===== src/rtl/uart_tx_arbiter.sv =====
// Round-robin front end for a shared UART TX core: picks one byte source,
// launches a single frame with a one-cycle pulse, then follows tx_busy
// until the core is free again. A core that never raises busy is flagged.
module uart_tx_arbiter #(
  parameter int NUM_REQ = 4,
  parameter int DATA_W  = 8,
  parameter int TIMEOUT = 15
) (
  input  logic                          CLK,
  input  logic                          RST,
  input  logic [NUM_REQ-1:0]            req_valid,
  input  logic [NUM_REQ*DATA_W-1:0]     req_data,
  output logic [NUM_REQ-1:0]            req_ready,
  input  logic                          tx_busy,
  output logic [DATA_W-1:0]             tx_p_data,
  output logic                          tx_data_valid,
  output logic [$clog2(NUM_REQ)-1:0]    grant_id,
  output logic                          err_timeout,
  input  logic                          err_clr
);

  localparam int IDW = $clog2(NUM_REQ);
  localparam int CW  = $clog2(TIMEOUT + 1);

  typedef enum logic [1:0] {IDLE, LAUNCH, WAIT_BUSY, WAIT_DONE} state_t;

  state_t         state, state_n;
  logic [IDW-1:0] rr_ptr;
  logic [IDW-1:0] win;
  logic           found;
  logic           hs;
  logic           timeout_hit;
  logic           illegal;
  logic [CW-1:0]  cnt;

  // Round-robin scan starting at rr_ptr; index wraps by compare, so
  // non-power-of-two requester counts never alias onto a missing slot.
  always_comb begin
    win   = '0;
    found = 1'b0;
    for (int k = 0; k < NUM_REQ; k++) begin
      int idx;
      idx = int'(rr_ptr) + k;
      if (idx >= NUM_REQ) idx = idx - NUM_REQ;
      if (!found && req_valid[idx]) begin
        found = 1'b1;
        win   = IDW'(idx);
      end
    end
  end

  assign hs          = (state == IDLE) && !tx_busy && found;
  assign timeout_hit = (state == WAIT_BUSY) && !tx_busy && (cnt == CW'(TIMEOUT - 1));
  assign illegal     = !(state inside {IDLE, LAUNCH, WAIT_BUSY, WAIT_DONE});

  // One-hot accept only while idle and the core is free; held low in reset.
  always_comb begin
    req_ready = '0;
    if (hs && RST) req_ready[win] = 1'b1;
  end

  // Next-state logic for the launch/track sequence.
  always_comb begin
    state_n = state;
    case (state)
      IDLE:      if (hs) state_n = LAUNCH;
      LAUNCH:    state_n = WAIT_BUSY;
      WAIT_BUSY: begin
        if (tx_busy)          state_n = WAIT_DONE;
        else if (timeout_hit) state_n = IDLE;
      end
      WAIT_DONE: if (!tx_busy) state_n = IDLE;
      default:   state_n = IDLE;
    endcase
  end

  // State, captured byte/grant, round-robin pointer, wait counter and error flag.
  always_ff @(posedge CLK or negedge RST) begin
    if (!RST) begin
      state         <= IDLE;
      rr_ptr        <= '0;
      tx_p_data     <= '0;
      tx_data_valid <= 1'b0;
      grant_id      <= '0;
      err_timeout   <= 1'b0;
      cnt           <= '0;
    end else begin
      state         <= state_n;
      tx_data_valid <= hs;
      if (hs) begin
        tx_p_data <= req_data[win*DATA_W +: DATA_W];
        grant_id  <= win;
        rr_ptr    <= (win == IDW'(NUM_REQ - 1)) ? '0 : win + 1'b1;
      end
      // Cleared in every other state so WAIT_BUSY always starts at zero.
      cnt <= (state == WAIT_BUSY) ? cnt + 1'b1 : '0;
      if (timeout_hit)  err_timeout <= 1'b1;
      else if (err_clr) err_timeout <= 1'b0;
      if (illegal) begin
        tx_p_data     <= '0;
        tx_data_valid <= 1'b0;
        grant_id      <= '0;
        rr_ptr        <= '0;
      end
    end
  end

endmodule


===== config.mk =====
export PLATFORM = sky130hd
export DESIGN_NAME = uart_tx_arbiter
export DESIGN_NICKNAME = d
export VERILOG_FILES = /design/src/rtl/uart_tx_arbiter.sv
export SDC_FILE = /design/constraint.sdc
export NUM_CORES = 1
export LEC_CHECK = 0
export CORE_MARGIN = 2
export CORE_UTILIZATION = 37
export CTS_BUF_LIST = sky130_fd_sc_hd__clkbuf_16
export CTS_CLUSTER_DIAMETER = 40
export DETAILED_ROUTE_END_ITERATION = 16
export PLACE_DENSITY = 0.76
export SYNTH_ARGS = -nofsm -noshare
export SYNTH_HDL_FRONTEND = slang
export SYNTH_SLANG_ARGS = --single-unit

===== constraint.sdc =====
create_clock -name CLK -period 2 [get_ports CLK]
set_input_delay 0.4 -clock CLK [delete_from_list [all_inputs] [get_ports CLK]]
set_output_delay 0.4 -clock CLK [all_outputs]
set_load 0.005 [all_outputs]

==> flow_summary.yaml <==
layout:
  fillers: 203
  diodes: 0
  fin_nets: 247
  stdcell_area_sq_um: 2336
  drive_above_1_share_pct: 36.50
  syn2layout_area_growth_pct: 94.89
critical_path:
  critPathTopFamily: "buffers and inverters"
  crit_path_max_fanout: 5
  worstSetupEndpointType: "output port"
  cp_num_buf_inv: 4
  startpoint_type: "register"
  path_depth: 8
  critPathSlowestCell: "dfrtp_2"
  slowest_delay_ps: 460
  crit_chain: "buf_4 > a21boi_2 > o221ai_4 > buf_6 > buf_6 > ha_4 > and3_4 > buf_6"
  worstSetupPathType: "reg -> out"
  critPathArrivalTime_ps: 1870
  cp_common_cell: "buf_6"
  ff2ff_path_depth: 8
  worstPathRequired_ps: 1600
run_status:
  violations: "setup timing"
  status: "finished with violations"
drt:
  wire_per_inst_um: 16.68
  vias: 1231
  drt_iter0_markers: 80
  avgViaCountPerCell: 5.045
  drtAntennaViolNets: 0
  drc: 0
  drt-pass1-iter-count: 4
  routed_wl_um: 4069
synth:
  async_flop_share_pct: 100.0
  synthCells: 114
  ys_ff_latch: 20
  netlist_area_sq_um: 1199
  synth.avg_cell_area_sq_um: 10.51
  synthesis.nets: 160
  synthFlopType: "dfrtp_1"
  synth_seq_area_share_pct: 41.75
  synth-edff-count: 0
  synth_cell_types: 31
  synth_warnings: 0
die:
  fp.dieW_um: 60.92
  io_pins: 56
  std_cell_rows: 20
  core-area_sq_um: 3078
  die_area_sq_um: 3711
  chipHeight_um: 60.92
  start_util_pct: 38.94
timing:
  final.setup.worst_slack_ps: -273.2
  fin_crit_ps: 2273
  finalCritPeriodShare_pct: 113.7
  fmax_mhz: 439.9
  hold_violations: 0
  finalSetupViolCount: 4
  report.final.slew_viol_count: 0
  skew_ps: 4.053
  tightest_slew_ps: 437.5
  timing.hold.ws_ps: 481.5
  maxSlewHeadroom_pct: 70.83
  rsz0062_at_grt: "yes"
clock_network:
  cts.reportedPaths.clkPinSlew_ps: 50
  h-tree-depth: 1
  cts_buffers: 3
  cts_tree: "built"
  cts_sinks: 20
  clockBufferDepth: 2
  clk_latency_ps: 250
  root_buffer: "clkbuf_16"
pwr:
  peakVddDrop_mv: 0.6387
  power_density_nw_per_um2: 1054
  cellLeakagePower_nw: 1.018
global_routing:
  grt_use_total_pct: 19.85
  grt_pass1_vias: 1226
  overflow: 0
  antenna_found_initial: 0
  grt_start_max_net_pins: 15
  grt_pass1_wl_um: 5540
place:
  portBuffers: 55
  dp_hpwl_um: 2575
  post_dp_cell_area_sq_um: 1918
  gp_congestion: 0.8440
min_path:
  min_path_cells: 1
  min_path_type: "reg -> reg"
run:
  drv_cap: 0
-- report_power, final --
part / internal, W / switching [W] / leakage, nW
clock network: 0.000266 / 0.000136 / 0.0385
logic: 0.000801 / 0.000579 / 0.728
registers: 0.000560 / 0.000119 / 0.252
total: 0.00163 / 0.000834 / 1.02
-- layout make-up --
class                           count  area [sq um]  share of cell area, %
Multi-Input combinational cell     84         847.1                  36.26
Sequential cell                    20         501.7                  21.48
Timing Repair Buffer               85         824.5                  35.30
Tap cell                           44         55.05                  2.357
Clock buffer                        3         75.07                  3.214
Inverter                            7         28.78                  1.232
Clock inverter                      1         3.754                 0.1607
-- final timing paths --
check,startpoint,end,slack (ps)
worst max-delay path,rr_ptr[1],req_ready[0],-270
worst min-delay path,grant_id[0],grant_id[0],480
worst max register to register,rr_ptr[1],tx_p_data[7],10
worst min register to register,grant_id[0],grant_id[0],480
max in group asynchronous,RST,rr_ptr[1],1130
min in group asynchronous,RST,tx_p_data[4],640
-- metrics by stage --
step	power (W)	setup WS (ps)	std cells	TNS [ps]	utilization, %
global route	0.002611	-327.1	244	-1628	75.89
finish	0.002461	-273.2	244	-1013	75.89
detailed placement	0.001625	-911.5	231	-6521	62.32
floorplan	0.001161	7.987	114	0	-
global placement	0.001585	-757.7	231	-5258	62.32
CTS	0.002240	-201.9	242	-686.0	70.33
-- state kept, by name, summed over array words and instances (netlist names) --
register and flops:
tx_p_data 8, cnt 4, grant_id 2, rr_ptr 2, state 2, err_timeout 1, tx_data_valid 1
-- metal layers --
metal	GRT usage, %	routed length (um)
met5	0	0
met4	5.280	41
met3	2.132	143
met2	34.56	2194
met1	26.27	1689
-- what timing repair did --
action,in CTS,in global routing
endpoints found under the hold margin,0,0
pin swaps,8,14
buffers inserted,7,3
cloned,0,1
setup endpoints to repair,11,12
gates resized for setup,54,26
hold buffers,0,0
-- cells by family after synthesis --
family	share of synthesized area, %
multiplexers	14.20
flip-flops	41.75
AO/OA/AOI/OAI	16.39
AND/OR/NAND/NOR	14.09
XOR/XNOR	1.462
adder cells (fa/ha/maj)	6.263
buffers and inverters	5.845
-- cell usage after synthesis (2+ instances only) --
cell type	count	area (sq um)
mux2i_1	17	170.2
nor3_1	2	10.01
inv_1	6	22.52
nand3_1	2	10.01
a21oi_1	4	20.02
dfrtp_1	20	500.5
buf_12	2	40.04
o221ai_1	8	70.07
ha_1	6	75.07
nor2_1	6	22.52
and3_1	4	25.02
nor2b_1	2	12.51
nand2_1	17	63.81
-- worst register-to-register path: cells and delay by family (launching register included) --
family	cells	cell delay, ps
AND/OR/NAND/NOR	1	430
buffers and inverters	4	530
multiplexers	1	210
flip-flops	1	460
AO/OA/AOI/OAI	2	220
-- cells in the final DEF, fill, tap and decap left out, types with 2 or more instances in the layout --
cell	n
nand3_1	2
buf_6	9
clkdlybuf4s50_1	47
mux2i_1	10
ha_1	2
o221ai_1	6
nor2_1	5
o221ai_2	2
nand2_1	16
mux2i_2	3
inv_2	2
clkbuf_16	4
dfrtp_1	19
a21oi_1	4
buf_4	23
inv_1	4
mux2i_4	4
ha_4	4
and3_4	4
(Power assumes the default switching activity.)
